$ cat src/rtl/fetch_stage_pkg.sv
// Shared definitions for the front-end pipeline (fetch, decode, hazard detection).
//   - NopInstr            : canonical bubble, addi x0, x0, 0
//   - Opcode*             : RV32I major opcodes used by decode and hazard logic
//   - fetch_state_e       : fetch FSM state encoding
//   - word_align()        : clears the byte-offset bits of an address
package fetch_stage_pkg;

    localparam logic [31:0] NopInstr = 32'h0000_0013;

    // RV32I major opcodes, instr[6:0]
    localparam logic [6:0] OpcodeOp     = 7'b0110011;
    localparam logic [6:0] OpcodeOpImm  = 7'b0010011;
    localparam logic [6:0] OpcodeLoad   = 7'b0000011;
    localparam logic [6:0] OpcodeJalr   = 7'b1100111;
    localparam logic [6:0] OpcodeJal    = 7'b1101111;
    localparam logic [6:0] OpcodeBranch = 7'b1100011;

    // StFetch : request on the bus
    // StWait  : request granted, response pending
    // StFull  : response captured in the skid buffer while decode stalls
    // StDrain : a response is still due but belongs to a flushed path
    typedef enum logic [1:0] {
        StFetch = 2'b00,
        StWait  = 2'b01,
        StFull  = 2'b10,
        StDrain = 2'b11
    } fetch_state_e;

    function automatic logic [31:0] word_align(input logic [31:0] addr);
        return {addr[31:2], 2'b00};
    endfunction

endpackage

$ cat src/rtl/ifid_skid_buffer.sv
// Single-entry holding register for one fetched instruction and its PC.
// Used when a memory response arrives while decode is stalled, so the response
// is never lost and the memory interface never needs to be back-pressured.
//   clk_i    : clock
//   rst_n_i  : synchronous active-low reset, empties the buffer
//   load_i   : capture instr_i / pc_i and mark the entry valid
//   clear_i  : invalidate the entry (takes priority over load_i)
//   instr_i  : instruction to capture
//   pc_i     : PC of instr_i
//   valid_o  : entry holds an instruction
//   instr_o  : buffered instruction
//   pc_o     : buffered PC
module ifid_skid_buffer (
    input  logic        clk_i,
    input  logic        rst_n_i,
    input  logic        load_i,
    input  logic        clear_i,
    input  logic [31:0] instr_i,
    input  logic [31:0] pc_i,
    output logic        valid_o,
    output logic [31:0] instr_o,
    output logic [31:0] pc_o
);

    logic        valid_q;
    logic [31:0] instr_q;
    logic [31:0] pc_q;

    always_ff @(posedge clk_i) begin
        if (!rst_n_i) begin
            valid_q <= 1'b0;
            instr_q <= '0;
            pc_q    <= '0;
        end else if (clear_i) begin
            valid_q <= 1'b0;
        end else if (load_i) begin
            valid_q <= 1'b1;
            instr_q <= instr_i;
            pc_q    <= pc_i;
        end
    end

    assign valid_o = valid_q;
    assign instr_o = instr_q;
    assign pc_o    = pc_q;

endmodule

$ cat src/rtl/fetch_stage.sv
// Instruction fetch stage with IF/ID pipeline register.
// Generates the PC, issues one outstanding request at a time to a variable-latency
// instruction memory and presents the result to decode. Honours the hazard-unit
// stall and the EX-stage redirect; a redirect flushes IF/ID and discards any
// response still in flight for the old path.
//   clk                  : clock, all state on the rising edge
//   rst_n                : synchronous active-low reset
//   stall                : hold IF/ID contents
//   redirect_valid       : EX-stage taken branch / jump
//   redirect_pc          : redirect target, bits [1:0] ignored
//   imem_req             : fetch request
//   imem_addr            : fetch address (word aligned, zero while idle)
//   imem_gnt             : memory accepts the request this cycle
//   imem_rvalid          : response valid
//   imem_rdata           : fetched instruction
//   IFID_instruction_out : instruction to decode / hazard unit
//   IFID_pc_out          : PC of IFID_instruction_out
//   IFID_valid           : 1 = real instruction, 0 = injected NOP
module fetch_stage
    import fetch_stage_pkg::*;
#(
    parameter logic [31:0] RESET_PC  = 32'h0000_0000,
    parameter logic [31:0] NOP_INSTR = NopInstr
) (
    input  logic        clk,
    input  logic        rst_n,
    input  logic        stall,
    input  logic        redirect_valid,
    input  logic [31:0] redirect_pc,
    output logic        imem_req,
    output logic [31:0] imem_addr,
    input  logic        imem_gnt,
    input  logic        imem_rvalid,
    input  logic [31:0] imem_rdata,
    output logic [31:0] IFID_instruction_out,
    output logic [31:0] IFID_pc_out,
    output logic        IFID_valid
);

    fetch_state_e state_q, state_d;
    logic [31:0]  pc_q, pc_d;
    logic [31:0]  ifid_instr_q, ifid_instr_d;
    logic [31:0]  ifid_pc_q, ifid_pc_d;
    logic         ifid_valid_q, ifid_valid_d;

    logic         skid_load;
    logic         skid_clear;
    logic         skid_valid;
    logic [31:0]  skid_instr;
    logic [31:0]  skid_pc;

    // Byte-offset bits of the redirect target are architecturally meaningless here.
    logic unused_redirect_lsb;
    assign unused_redirect_lsb = ^redirect_pc[1:0];

    ifid_skid_buffer u_skid (
        .clk_i   (clk),
        .rst_n_i (rst_n),
        .load_i  (skid_load),
        .clear_i (skid_clear),
        .instr_i (imem_rdata),
        .pc_i    (pc_q),
        .valid_o (skid_valid),
        .instr_o (skid_instr),
        .pc_o    (skid_pc)
    );

    always_comb begin
        state_d      = state_q;
        pc_d         = pc_q;
        ifid_instr_d = ifid_instr_q;
        ifid_pc_d    = ifid_pc_q;
        ifid_valid_d = ifid_valid_q;
        skid_load    = 1'b0;
        skid_clear   = 1'b0;

        if (redirect_valid) begin
            // Flush wins over stall and over any response arriving this cycle.
            pc_d         = word_align(redirect_pc);
            ifid_instr_d = NOP_INSTR;
            ifid_valid_d = 1'b0;
            skid_clear   = 1'b1;
            unique case (state_q)
                // A request granted this very cycle belongs to the old path.
                StFetch: state_d = imem_gnt ? StDrain : StFetch;
                // If the pending response shows up now it is simply dropped.
                StWait,
                StDrain: state_d = imem_rvalid ? StFetch : StDrain;
                StFull:  state_d = StFetch;
                default: state_d = StFetch;
            endcase
        end else begin
            // Unless something real is delivered below, decode sees a bubble.
            if (!stall) begin
                ifid_instr_d = NOP_INSTR;
                ifid_valid_d = 1'b0;
            end
            unique case (state_q)
                StFetch: begin
                    if (imem_gnt) begin
                        state_d = StWait;
                    end
                end
                StWait: begin
                    if (imem_rvalid) begin
                        pc_d = pc_q + 32'd4;
                        if (stall) begin
                            skid_load = 1'b1;
                            state_d   = StFull;
                        end else begin
                            ifid_instr_d = imem_rdata;
                            ifid_pc_d    = pc_q;
                            ifid_valid_d = 1'b1;
                            state_d      = StFetch;
                        end
                    end
                end
                StFull: begin
                    if (!stall) begin
                        ifid_instr_d = skid_instr;
                        ifid_pc_d    = skid_pc;
                        ifid_valid_d = skid_valid;
                        skid_clear   = 1'b1;
                        state_d      = StFetch;
                    end
                end
                StDrain: begin
                    if (imem_rvalid) begin
                        state_d = StFetch;
                    end
                end
                default: state_d = StFetch;
            endcase
        end
    end

    always_ff @(posedge clk) begin
        if (!rst_n) begin
            state_q      <= StFetch;
            pc_q         <= RESET_PC;
            ifid_instr_q <= NOP_INSTR;
            ifid_pc_q    <= RESET_PC;
            ifid_valid_q <= 1'b0;
        end else begin
            state_q      <= state_d;
            pc_q         <= pc_d;
            ifid_instr_q <= ifid_instr_d;
            ifid_pc_q    <= ifid_pc_d;
            ifid_valid_q <= ifid_valid_d;
        end
    end

    // Request is combinational on state so it drops immediately while in reset.
    assign imem_req  = rst_n && (state_q == StFetch);
    assign imem_addr = imem_req ? pc_q : 32'h0;

    assign IFID_instruction_out = ifid_instr_q;
    assign IFID_pc_out          = ifid_pc_q;
    assign IFID_valid           = ifid_valid_q;

endmodule

$ cat config.mk
export PLATFORM = sky130hd
export DESIGN_NAME = fetch_stage
export DESIGN_NICKNAME = d
export VERILOG_FILES = /design/src/rtl/fetch_stage_pkg.sv /design/src/rtl/ifid_skid_buffer.sv /design/src/rtl/fetch_stage.sv
export SDC_FILE = /design/constraint.sdc
export NUM_CORES = 1
export LEC_CHECK = 0
export CAP_MARGIN = 20
export CORE_MARGIN = 2
export CORE_UTILIZATION = 57
export CTS_BUF_LIST = sky130_fd_sc_hd__clkbuf_4
export DETAILED_ROUTE_END_ITERATION = 10
export PLACE_DENSITY = 0.88
export SYNTH_ARGS = -nofsm -noshare
export SYNTH_HDL_FRONTEND = slang
export SYNTH_HIERARCHICAL = 1
export SYNTH_SLANG_ARGS = --single-unit
$ cat constraint.sdc
create_clock -name clk -period 5.9 [get_ports clk]
set_input_delay 1.475 -clock clk [delete_from_list [all_inputs] [get_ports clk]]
set_output_delay 1.475 -clock clk [all_outputs]
set_load 0.1 [all_outputs]
==> impl_metrics.yaml <==
worst_setup_path:
  cp-start-kind: "primary input"
  critPathMaxFanout: 92
  r2r_cells: 6
  r2r_end: "IFID_pc_out[16]$_SDFFE_PN0P_"
  cp.arrival_ns: 2.74
  r2r_setup_slack_ns: 2.78
  crit_required_ns: 4.43
  crit_path_start: "rst_n"
  path_class: "in2out"
  r2r_start: "state_q[1]$_SDFFE_PN0P_"
  cp-end-kind: "primary output"
synthesis:
  netlist.area_leader.share_pct: 40.29
  avgSynthCellArea_um2: 8.510
  synth_area_leaders: "dfxtp_1 40%, mux2i_1 12%, nand2_1 8.1%"
  yosys_warnings: 6
  synth-seq-cells: 162
  syn_inst: 946
  ys_types: 56
  yosysTopAreaCell: "dfxtp_1"
  synth_top_flop_cell: "dfxtp_1"
  syn_area_um2: 8050
  synth-edff-count: 0
  ys_seq_area_share_pct: 40.29
  async_reset_ff_share_pct: 0
global_routing:
  grt_pass1_vias: 6754
  grt_pass1_wl_um: 33390
  grt_max_degree: 93
  track_usage_pct: 27.95
  grt-ovfl-total: 0
  antenna_found_initial: 0
timing:
  fin_crit_ns: 4.214
  setup_slack_ns: 1.686
  worst_clock_skew_ns: 0.01599
  hold_violations: 0
  fin_crit_sh_pct: 71.42
  maxSlewHeadroom_pct: 25.69
  worst_slew_pin_slew_ns: 1.115
  rsz0062_at_grt: "false"
  final_max_slew_viol_count: 0
  setup_violations: 0
  max_freq_mhz: 237.3
  final.setup.tns_ns: 0
routing:
  drtAntennaViolNets: 0
  num_vias: 7364
  wl_per_cell_um: 16.88
  firstDrtPassIters: 5
  routed_wl_um: 21080
  drt_iter0_drc: 639
  drc: 0
  viasPerCell: 5.896
floorplan:
  start_util_pct: 58.22
  ioPinCount: 168
  core_area_um2: 13830
  fp.dieArea_um2: 15090
  row_count: 43
  die_h_um: 122.8
  fp.dieW_um: 122.8
placement:
  gp_congestion: 0.8395
  dpl.hpwl_um: 13430
  placed_cells: 1219
  placed_cell_area_um2: 9470
  port-buffer-count: 163
  place_ws_ns: 1.596
outcome:
  status: "finished clean"
job:
  maxCapViolations: 0
clock_network:
  root_buffer: "clkbuf_4"
  cts_buffers: 17
  clk_pin_slew_worst_paths_ns: 0.14
  cts_tree: "done"
  postCtsHoldBufs: 0
  htreeDepth: 4
  worstSkewPairLatency_ns: 0.58
  post-cts-setup-buffer-count: 0
  cts_sinks: 162
  ctsResizeCount: 0
  clock_path_buffers: 2
pwr:
  powerDensity_nw_per_um2: 273.1
  leakage_nw: 3.355
  peakVddDrop_mv: 0.1833
  finalPower_mw: 2.656
cells_and_area:
  nNetsFinal: 1134
  fin_area_um2: 9723
  drive_above_1_share_pct: 7.390
  area_delta_synth_final_pct: 20.78
  stdcell_count: 1249
  num_antenna_cells: 0
  fillers: 1086
hold_path:
  min_to: "u_skid/instr_o[15]$_SDFFE_PN0P_"
  min_from: "u_skid/instr_o[15]$_SDFFE_PN0P_"
  hp-class: "reg2reg"
  whs_path_depth: 2
==> sequential cells by signal, indices dropped and copies added (netlist names) <==
| register | count |
|---|---|
| u_skid/instr_o | 32 |
| pc_q | 30 |
| IFID_instruction_out | 32 |
| IFID_pc_out | 32 |
| state_q | 2 |
| u_skid/valid_o | 1 |
| IFID_valid | 1 |
| u_skid/pc_o | 32 |
==> cell usage after synthesis, drive strengths merged, types with 3 or more instances <==
cell type	count
nand3	17
a21oi	27
mux2i	96
and4	8
a311oi	4
nand2	174
a31oi	11
nor2b	7
or3	5
or4	11
a22o	13
xor2	4
dfxtp	162
nor4	3
a221oi	3
xnor2	5
a211oi	42
clkbuf	48
nand2b	3
and2	18
and3	40
o21ai	49
a22oi	13
ha	6
a21boi	15
nand4	9
buf	39
nor3	5
nand3b	15
nor2	60
o31ai	8
inv	7
==> routing by layer <==
layer	GRT usage [%]	share of wire, %	vias up
li1	-	-	3572
met1	34.58	43	3474
met2	45.86	47	278
met3	8.411	8.4	40
met4	10.34	2.2	0
met5	0	0	-
==> worst max-delay path: stages <==
cell	delay, ns
buf_4	0.60
and3_1	0.30
buf_4	0.30
==> stage by stage <==
| step | hold slack (ns) | utilization (%) |
|---|---|---|
| 2_1_floorplan | 0.4301 | - |
| 3_3_place_gp | 0.4376 | 68.29 |
| 3_5_place_dp | 0.4431 | 68.49 |
| 4_1_cts | 0.4613 | 70.32 |
| 5_1_grt | 0.4792 | 70.32 |
| 6_report | 0.4634 | 70.32 |
==> placed cells by master, fill, tap and decap left out, drive strengths merged, types with 9 or more instances in the layout <==
cell           count
mux2i             96
clkdlybuf4s50    131
clkbuf            18
nor2              60
or4               11
and3              40
buf               46
nand3b            15
a211oi            42
o21ai             49
dfxtp            162
nand2            174
a21oi             27
a31oi             11
a22o              13
nand3             17
nand4              9
and2              18
a21boi            15
a22oi             13
==> final cells by class <==
cell class / instances / area, um^2 / area share, %
clock buffers: 18 / 135.1 / 1.390
clock inverters: 12 / 117.6 / 1.210
inverters: 8 / 30.03 / 0.3088
multi-input cells: 692 / 4295 / 44.18
flip-flops and latches: 162 / 3243 / 33.35
well taps: 180 / 225.2 / 2.316
repair buffers: 177 / 1677 / 17.24
==> cell families (layout without fill, tap and decap cells) <==
family / count (synthesis) / count (layout) / synth area share, %
buffers and inverters: 95 / 215 / 6.559
DFF: 162 / 162 / 40.29
adders and majority gates: 6 / 6 / 0.9325
AOI/OAI and AO/OA: 198 / 198 / 16.37
muxes: 96 / 96 / 11.94
other: 1 / 4 / 0.04658
and+or+nand+nor: 379 / 379 / 22.89
xor gates and xnor gates: 9 / 9 / 0.9791
==> worst max path at each step <==
| stage | end | slack, ns | cells past startpoint |
|---|---|---|---|
| final | imem_addr[6] | 1.69 | 3 |
| after global routing | imem_addr[6] | 1.63 | 3 |
| after CTS | imem_addr[6] | 1.74 | 3 |
| after detailed placement | u_skid/instr_o[9]$_SDFFE_PN0P_ | 1.60 | 7 |
| after global placement | u_skid/instr_o[12]$_SDFFE_PN0P_ | 1.65 | 7 |
| after floorplan | imem_addr[28] | 1.69 | 3 |
==> report_power, final <==
part,switching [mW],internal (mW)
clock network,0.387,0.246
registers,0.0513,1.15
logic,0.600,0.224
Note: power is estimated with default switching activity, not from simulation.
